===== src/rtl/psram_req_queue.sv =====
// psram_req_queue
// Posted request queue between the application logic and psram_ctrlr.
// Single-word read/write requests are stored in a FIFO and issued one at a
// time with the controller's strobe / app_op_begun / op_finished handshake.
// Read data returns as a one-cycle rsp_valid pulse. Bursts are never issued.
//
// Ports:
//   clk, reset         system clock, asynchronous active-low reset
//   req_*              request input (valid, wr, addr, data, ub, lb)
//   req_ready          registered "queue not full"
//   rsp_valid/rsp_data one-cycle read-data response
//   q_level            FIFO occupancy, busy = queue non-empty or op in flight
//   app_*              strobes, address, data and byte enables to controller
//   app_data_in/ok     read data and data-ready from controller
//   app_op_begun       controller accepted the strobed operation
//   op_finished        controller completed the operation
//   ctrlr_good         controller initialised; gates new issues only
module psram_req_queue #(
  parameter int DEPTH_LOG2 = 3
) (
  input  logic                clk,
  input  logic                reset,
  input  logic                req_valid,
  input  logic                req_wr,
  input  logic [22:0]         req_addr,
  input  logic [15:0]         req_data,
  input  logic                req_ub,
  input  logic                req_lb,
  output logic                req_ready,
  output logic                rsp_valid,
  output logic [15:0]         rsp_data,
  output logic [DEPTH_LOG2:0] q_level,
  output logic                busy,
  output logic                app_wr,
  output logic                app_rd,
  output logic [22:0]         app_addr,
  output logic [15:0]         app_data_out,
  output logic                app_ub,
  output logic                app_lb,
  output logic                app_burst_op,
  input  logic [15:0]         app_data_in,
  input  logic                app_data_ok,
  input  logic                app_op_begun,
  input  logic                op_finished,
  input  logic                ctrlr_good
);

  localparam int DEPTH = 1 << DEPTH_LOG2;
  localparam logic [DEPTH_LOG2:0]   LVL_FULL = (DEPTH_LOG2+1)'(DEPTH);
  localparam logic [DEPTH_LOG2:0]   LVL_ZERO = {(DEPTH_LOG2+1){1'b0}};
  localparam logic [DEPTH_LOG2:0]   LVL_ONE  = (DEPTH_LOG2+1)'(1'b1);
  localparam logic [DEPTH_LOG2-1:0] PTR_ZERO = {DEPTH_LOG2{1'b0}};
  localparam logic [DEPTH_LOG2-1:0] PTR_ONE  = (DEPTH_LOG2)'(1'b1);

  typedef enum logic [1:0] {
    ST_IDLE     = 2'd0,
    ST_ISSUE    = 2'd1,
    ST_WAIT_FIN = 2'd2
  } state_t;

  // Entry layout: {wr, addr[22:0], data[15:0], ub, lb}
  logic [41:0]           mem_r [DEPTH];
  logic [41:0]           head_s;
  logic [41:0]           entry_s;
  logic [DEPTH_LOG2-1:0] wr_ptr_r;
  logic [DEPTH_LOG2-1:0] rd_ptr_r;
  logic [DEPTH_LOG2:0]   count_r;
  logic [DEPTH_LOG2:0]   count_nxt_s;
  state_t                state_r;
  state_t                state_nxt_s;
  logic                  push_s;
  logic                  pop_s;
  logic                  req_ready_r;
  logic                  busy_r;
  logic                  app_wr_r;
  logic                  app_rd_r;
  logic [22:0]           app_addr_r;
  logic [15:0]           app_data_out_r;
  logic                  app_ub_r;
  logic                  app_lb_r;
  logic                  cur_rd_r;
  logic                  dok_q_r;
  logic                  dok_seen_r;
  logic                  rsp_valid_r;
  logic [15:0]           rsp_data_r;

  assign head_s       = mem_r[rd_ptr_r];
  assign entry_s      = {req_wr, req_addr, req_data, req_ub, req_lb};
  assign req_ready    = req_ready_r;
  assign busy         = busy_r;
  assign q_level      = count_r;
  assign app_wr       = app_wr_r;
  assign app_rd       = app_rd_r;
  assign app_addr     = app_addr_r;
  assign app_data_out = app_data_out_r;
  assign app_ub       = app_ub_r;
  assign app_lb       = app_lb_r;
  assign app_burst_op = 1'b0;
  assign rsp_valid    = rsp_valid_r;
  assign rsp_data     = rsp_data_r;

  // Push/pop decisions, next occupancy and next FSM state
  always_comb begin
    push_s      = req_valid & req_ready_r;
    pop_s       = (state_r == ST_IDLE) && (count_r != LVL_ZERO) && ctrlr_good;
    count_nxt_s = count_r;
    state_nxt_s = state_r;
    case ({push_s, pop_s})
      2'b10:   count_nxt_s = count_r + LVL_ONE;
      2'b01:   count_nxt_s = count_r - LVL_ONE;
      default: count_nxt_s = count_r;
    endcase
    case (state_r)
      ST_IDLE: begin
        if (pop_s) state_nxt_s = ST_ISSUE;
        else       state_nxt_s = ST_IDLE;
      end
      ST_ISSUE: begin
        if (app_op_begun) state_nxt_s = ST_WAIT_FIN;
        else              state_nxt_s = ST_ISSUE;
      end
      ST_WAIT_FIN: begin
        if (op_finished) state_nxt_s = ST_IDLE;
        else             state_nxt_s = ST_WAIT_FIN;
      end
      default: state_nxt_s = ST_IDLE;
    endcase
  end

  // FIFO storage; contents need no reset since the pointers define validity
  always_ff @(posedge clk) begin
    if (push_s) mem_r[wr_ptr_r] <= entry_s;
  end

  // Pointers, occupancy, issue FSM, controller outputs and read capture
  always_ff @(posedge clk or negedge reset) begin
    if (!reset) begin
      wr_ptr_r       <= PTR_ZERO;
      rd_ptr_r       <= PTR_ZERO;
      count_r        <= LVL_ZERO;
      state_r        <= ST_IDLE;
      req_ready_r    <= 1'b1;
      busy_r         <= 1'b0;
      app_wr_r       <= 1'b0;
      app_rd_r       <= 1'b0;
      app_addr_r     <= 23'd0;
      app_data_out_r <= 16'd0;
      app_ub_r       <= 1'b0;
      app_lb_r       <= 1'b0;
      cur_rd_r       <= 1'b0;
      dok_q_r        <= 1'b0;
      dok_seen_r     <= 1'b0;
      rsp_valid_r    <= 1'b0;
      rsp_data_r     <= 16'd0;
    end else begin
      state_r     <= state_nxt_s;
      count_r     <= count_nxt_s;
      // Both flags reflect the post-edge occupancy/state so they stay exact
      req_ready_r <= (count_nxt_s != LVL_FULL);
      busy_r      <= (count_nxt_s != LVL_ZERO) || (state_nxt_s != ST_IDLE);
      if (push_s) wr_ptr_r <= wr_ptr_r + PTR_ONE;
      // Only the first data_ok of a read is taken, even if it is held high
      dok_q_r <= app_data_ok & cur_rd_r & (state_r != ST_IDLE) & ~dok_seen_r & ~dok_q_r;
      if (dok_q_r) dok_seen_r <= 1'b1;
      if (pop_s) begin
        rd_ptr_r       <= rd_ptr_r + PTR_ONE;
        app_wr_r       <= head_s[41];
        app_rd_r       <= ~head_s[41];
        app_addr_r     <= head_s[40:18];
        app_data_out_r <= head_s[17:2];
        app_ub_r       <= head_s[1];
        app_lb_r       <= head_s[0];
        cur_rd_r       <= ~head_s[41];
        dok_seen_r     <= 1'b0;
      end else if ((state_r == ST_ISSUE) && app_op_begun) begin
        app_wr_r <= 1'b0;
        app_rd_r <= 1'b0;
      end
      rsp_valid_r <= dok_q_r;
      if (dok_q_r) rsp_data_r <= app_data_in;
    end
  end

endmodule


===== config.mk =====
export PLATFORM = sky130hd
export DESIGN_NAME = psram_req_queue
export DESIGN_NICKNAME = d
export VERILOG_FILES = /design/src/rtl/psram_req_queue.sv
export SDC_FILE = /design/constraint.sdc
export NUM_CORES = 1
export LEC_CHECK = 0
export CAP_MARGIN = 20
export CORE_UTILIZATION = 50
export CTS_CLUSTER_DIAMETER = 50
export DETAILED_ROUTE_END_ITERATION = 8
export HOLD_SLACK_MARGIN = 0.05
export PLACE_DENSITY = 0.78
export SYNTH_ARGS = -nofsm -noshare
export SYNTH_HDL_FRONTEND = slang
export SYNTH_SLANG_ARGS = --single-unit

===== constraint.sdc =====
create_clock -name clk -period 8.18 [get_ports clk]
set_input_delay 1.636 -clock clk [delete_from_list [all_inputs] [get_ports clk]]
set_output_delay 1.636 -clock clk [all_outputs]
set_load 0.01 [all_outputs]

==> flow_summary.ini, run 1 <==
[synth]
syn-num-nets = 820
yosysWarnings = 0
synthesis.area_um2 = 15600
ys_types = 39
synth.avg_cell_area_um2 = 20.8
synth-seq-cells = 413
synthCells = 750
synthArstFlopShare = 0.186
yosysSeqAreaShare = 0.771
synthFlopType = edfxtp_1
synth_edf_count = 336

[worst_setup_path]
cp-startpoint = ctrlr_good
r2r-start = q_level[0]
crit_path_end_kind = flop
cpMostUsedCell = ha_1
crit_required_ns = 8.58
arrival_ns = 4.50
r2r_end = busy
ff2ff_path_depth = 11
slowest_stage = buf_4
start_kind = input port
path_cells = clkdlybuf4s50_1 -> o311ai_4 -> buf_4 -> inv_2 -> ha_1 -> xor2_1 -> ha_1 -> a21oi_1 -> mux2_2 -> mux2i_1 -> nand4bb_1
critPathMaxStageDelay_ns = 0.72
regToRegSetupSlack_ns = 4.73
crit_fanout = 91
worstSetupPathType = in2reg

[detailed_routing]
drt_iter0_drc = 699
drc = 0
num_vias = 7433
wl_per_cell_um = 21.9
wl_um = 29200
vias_per_cell = 5.57
drt-pass1-iter-count = 5
drtAntennaViolNets = 0

[floorplan]
row_count = 64
die_x_um = 179
initial_utilization = 0.509
die_h_um = 179
io_pins = 132
core_region_area_um2 = 30600
die_area_um2 = 31900

[clocking]
cts_root_buf = clkbuf_16
path_clk_slew_ns = 0.06
ctsResizeCount = 0
clock_latency_ns = 0.54
cts_buffers = 44
cts.sinks = 413
clk_path_buf_depth = 3
cts_setup_buffers = 0
cts_tree = built
htree_levels = 2
postCtsHoldBufs = 0

[power]
power_leakage_nw = 6.48
p_seq_frac = 0.444
power.switching_w = 0.00196
p_comb_frac = 0.262
p_clk_frac = 0.294
powerDensity_nw_per_um2 = 368
switching_share = 0.283
p_int_w = 0.00497
max-vdd-ir-drop_mv = 0.213

[timing]
fin_tns_setup_ns = 0
rsz0062_at_grt = false
clock.fmax_mhz = 244
worstMarginPinSlew_ns = 0.916
skew_ns = 0.0132
min_period_over_period = 0.501
setup_viol = 0
slew_headroom = 0.390
finalHoldViolations = 0
layout_min_cycle_time_ns = 4.10
finalMaxSlewViolations = 0

[global_routing]
grt-busiest-layer = met2
grt_use_met2 = 0.323
grt_use_met1 = 0.261
antenna_found_initial = 2
grt_pass1_wl_um = 45600
grt_pass1_vias = 7962
grt_max_degree = 92
track_usage = 0.192
overflow = 0
met3_usage = 0.0358

[placement]
port_buffers = 130
finalWeightedCongestion = 0.760
hpwl_um = 16200

[min_path]
hold_class = reg2reg
hold_start = app_lb
min_to = app_lb
min_path_cells = 2

[run_status]
status = completed

[cells_and_area]
drive_gt1_frac = 0.216
fin_util = 0.616
layout.nets = 971
area.growth.synth_to_final_pct = 21.0

[job]
drv_cap = 0
[worst max path at each step]
stage                             end  slack, ns  cells past startpoint
final                            busy       4.08                     11
after global routing             busy       3.80                     11
after detailed placement         busy       3.53                     11
after CTS                        busy       4.07                     11
after floorplan           mem_r[0][0]       2.74                      3
after global placement           busy       3.53                     11
[Yosys cell counts (3+ instances only)]
cell type    n  share of area
buf_1        6         0.0014
clkbuf_1    10         0.0024
nor2_1      12         0.0029
o21ai_0     21         0.0067
buf_2       10         0.0032
nand2b_1     3         0.0012
mux2i_1     42          0.027
mux4_2      84           0.12
edfxtp_1   336           0.65
o21ai_1     24         0.0077
nand3_1      3        0.00096
mux2_2      19          0.014
ha_1         5         0.0040
xnor2_1      4         0.0022
a21oi_1      3        0.00096
buf_4       10         0.0048
dfrtp_1     76           0.12
nand2_1     52          0.013
nor3b_1      4         0.0019
[critical path, delay by kind of cell]
kind	cells	cell delay, ns
AOI/OAI and AO/OA	2	0.20
xor gates and xnor gates	1	0.16
adders and majority gates	2	0.48
buffers and inverters	3	1.30
muxes	2	0.57
and+or+nand+nor	1	0.11
[area by class of cell]
| cell class | instances | area [um^2] |
|---|---|---|
| timing repair buffer | 143 | 1400 |
| clock inverter | 27 | 314 |
| clock buffer | 55 | 1200 |
| inverter | 2 | 7.51 |
| sequential | 413 | 12000 |
| fill | 2115 | 11700 |
| multi-input combinational | 297 | 3400 |
| antenna | 1 | 2.50 |
| tap | 396 | 495 |
[per-stage QoR]
| stage | total power [W] | hold slack (ns) | area (um^2) | instances | setup WS [ns] |
|---|---|---|---|---|---|
| 2_1_floorplan | 0.00425 | 0.352 | 15600 | 750 | 2.74 |
| 3_3_place_gp | 0.00492 | 0.462 | 17300 | 1251 | 3.53 |
| 3_5_place_dp | 0.00498 | 0.470 | 17300 | 1251 | 3.53 |
| 4_1_cts | 0.00703 | 0.484 | 18800 | 1333 | 4.07 |
| 5_1_grt | 0.00728 | 0.510 | 18800 | 1333 | 3.80 |
| 6_report | 0.00693 | 0.479 | 18800 | 1334 | 4.08 |
[placed cells by master, fill, tap and decap left out, types with 3 or more instances in the layout]
cell	instances
edfxtp_1	336
xnor2_1	4
bufinv_16	6
dfrtp_1	73
nand2_1	52
clkdlybuf4s50_1	129
nor2_4	6
clkinv_1	6
clkinv_2	7
buf_4	14
clkbuf_1	7
a21oi_1	3
clkbuf_16	46
ha_1	5
inv_6	3
dfrtp_4	3
o21ai_0	21
mux2_2	19
nor3b_1	4
nand2b_1	3
mux2i_1	42
o21ai_1	24
nand3_1	3
mux4_2	84
clkinvlp_4	3
nor2_1	6
[sequential cells by signal, summed over array words and instances, names as in the netlist, 2 cells and up]
signal	flops
q_level	4
wr_ptr_r	3
state_r	2
app_addr	23
app_data_out	16
rd_ptr_r	3
mem_r	336
rsp_data	16
[power by group through the flow]
stage,clock network [W],logic (W),registers [W]
after CTS,0.00208,0.00186,0.00309
after floorplan,0,0.00125,0.00300
final,0.00204,0.00182,0.00308
after global routing,0.00216,0.00198,0.00314
after detailed placement,0,0.00185,0.00313
after global placement,0,0.00181,0.00310
[cells by family (layout without fill, tap and decap cells)]
logic type	Yosys count	in the layout	synth area share
buffers and inverters	40	227	0.0138
other	1	2	0.000241
XOR/XNOR	6	6	0.00337
AO/OA/AOI/OAI	54	54	0.0202
multiplexers	145	145	0.162
AND/OR/NAND/NOR	86	86	0.0247
flip-flops	413	413	0.771
adder cells (fa/ha/maj)	5	5	0.00402
[routing by layer]
layer	up-vias	part of all wire
met5	-	0.00041
met4	2	0.013
met1	3820	0.42
met2	265	0.50
li1	3308	-
met3	38	0.070
Power figures use the tool's default switching activity.
==> run 2: changes to the inputs <==
--- a/config.mk
+++ b/config.mk
@@ -10,7 +10,7 @@
 export CTS_CLUSTER_DIAMETER = 50
 export DETAILED_ROUTE_END_ITERATION = 8
 export HOLD_SLACK_MARGIN = 0.05
-export PLACE_DENSITY = 0.78
+export PLACE_DENSITY = 0.81
 export SYNTH_ARGS = -nofsm -noshare
 export SYNTH_HDL_FRONTEND = slang
 export SYNTH_SLANG_ARGS = --single-unit
==> constraint.sdc (replaced) <==
create_clock -name clk -period 3.6 [get_ports clk]
set_input_delay 0.72 -clock clk [delete_from_list [all_inputs] [get_ports clk]]
set_output_delay 0.72 -clock clk [all_outputs]
set_load 0.01 [all_outputs]
==> flow_summary.ini, run 2 (synthesis gave the netlist of run 1 again) <==
[run_status]
status = completed

[global_routing]
grt_max_degree = 91
antenna_found_initial = 0
grt_pass1_wl_um = 46200
grt_pass1_vias = 7976
track_usage = 0.197
overflow = 0

[cells_and_area]
fillers = 2127
area.growth.synth_to_final_pct = 20.9
drive_gt1_frac = 0.214
layout.nets = 979
fin_area_um2 = 18800
largest_register = mem_r
final_common_cell = edfxtp_1
largest_reg_flops = 336
seqCellArea_um2 = 12000
final_cell_mix = edfxtp_1 (336), clkdlybuf4s50_1 (129), mux4_2 (84), dfrtp_1 (73), nand2_1 (52)
multi_input_area_um2 = 3410
n_antenna_cell = 0

[detailed_routing]
drt-pass1-iter-count = 5
num_vias = 7476
wl_per_cell_um = 22.4
drc = 0
vias_per_cell = 5.59
drtAntennaViolNets = 0
drt_iter0_drc = 478
wl_um = 29900

[power]
power_leakage_nw = 6.48
powerDensity_nw_per_um2 = 821
max-vdd-ir-drop_mv = 0.402

[clocking]
ctsResizeCount = 0
cts_setup_buffers = 0
cts.sinks = 413
clock_latency_ns = 0.52
clk_path_buf_depth = 3
cts_tree = built
htree_levels = 2
path_clk_slew_ns = 0.06
cts_buffers = 41
postCtsHoldBufs = 0
cts_root_buf = clkbuf_16

[worst_setup_path]
crit_fanout = 7
slowest_stage = dfrtp_1
r2r_end = busy
crit_end = busy
arrival_ns = 3.08
cpMostUsedCell = ha_1
path_cells = or2_1 -> o311ai_4 -> inv_2 -> ha_1 -> xor2_1 -> ha_1 -> a21oi_1 -> mux2_2 -> mux2i_1 -> nand4bb_1
worstSetupPathType = reg2reg
ff2ff_path_depth = 10
crit_required_ns = 3.98
regToRegSetupSlack_ns = 0.90
r2r-start = q_level[0]
cp-startpoint = q_level[0]
crit_path_end_kind = flop
critPathMaxStageDelay_ns = 0.46
start_kind = flop

[timing]
worstMarginPinSlew_ns = 0.935
slew_headroom = 0.376
skew_ns = 0.0151
fin_tns_setup_ns = 0
finalHoldViolations = 0
min_period_over_period = 0.750
clock.fmax_mhz = 370
finalMaxSlewViolations = 0
layout_min_cycle_time_ns = 2.70
rsz0062_at_grt = false
setup_viol = 0

[floorplan]
io_pins = 132
die_h_um = 179
row_count = 64
die_x_um = 179
die_area_um2 = 31900
core_region_area_um2 = 30600
initial_utilization = 0.509

[placement]
place_area_um2 = 17500
port_buffers = 130
finalWeightedCongestion = 0.748
hpwl_um = 17200

[min_path]
hold_class = in2async

[job]
drv_cap = 0
-- run 2: cell types whose count changed in the layout (fill, tap and decap cells not counted), moves of 2 or more --
cell / change
clkbuf_1: +8
inv_6: -2
nor3_4: +2
nor3_2: -2
clkinv_2: -2
clkbuf_16: -3
bufinv_16: -3
buf_12: +4
clkbuf_8: +2
buf_4: +6
clkinv_1: -3
clkinvlp_4: -3
-- run 2: area by class of cell --
type / count / share of cell area
Sequential cell: 413 / 0.639
Multi-Input combinational cell: 297 / 0.181
Timing Repair Buffer: 154 / 0.0823
Clock buffer: 62 / 0.0631
Tap cell: 396 / 0.0263
Clock inverter: 14 / 0.00804
Inverter: 2 / 0.000399
-- run 2: worst min path at each step --
stage | to | slack, ns | depth (start not counted)
floorplan | rsp_valid | 0.35 | 0
global placement | app_addr[14] | 0.47 | 2
detailed placement | cur_rd_r | 0.47 | 1
CTS | q_level[0] | 0.44 | 1
global route | app_addr[3] | 0.14 | 1
finish | app_addr[3] | 0.12 | 1
-- run 2: per-layer routing --
| metal | track usage | vias up | share of wire |
|---|---|---|---|
| met2 | 0.341 | 267 | 0.51 |
| li1 | - | 3318 | - |
| met4 | 0.0420 | 0 | 0.013 |
| met3 | 0.0326 | 39 | 0.068 |
| met1 | 0.263 | 3852 | 0.41 |
| met5 | 0 | - | 0 |
-- run 2: worst max-delay path, delay by kind of cell, from the launching register on --
family	cells	cell delay (ns)
xor gates and xnor gates	1	0.16
DFF	1	0.46
and+or+nand+nor	2	0.43
AOI/OAI and AO/OA	2	0.38
muxes	2	0.60
buffers and inverters	1	0.10
adders and majority gates	2	0.44
-- run 2: stage by stage --
stage          setup slack (ns)  total power (W)  utilization  std cells  hold slack, ns
2_1_floorplan             0.207          0.00965            -        750           0.352
3_3_place_gp              0.628           0.0113        0.571       1261           0.466
3_5_place_dp              0.600           0.0114        0.571       1261           0.474
4_1_cts                   0.911           0.0157        0.615       1337           0.441
5_1_grt                   0.731           0.0162        0.616       1338           0.136
6_report                  0.900           0.0155        0.616       1338           0.125
-- run 2: report_power, final --
group	switching (W)	internal [W]	total [W]	leakage [nW]
sequential	0.000775	0.00623	0.00701	3.99
combinational	0.00196	0.00232	0.00428	1.83
clock	0.00168	0.00250	0.00418	0.654
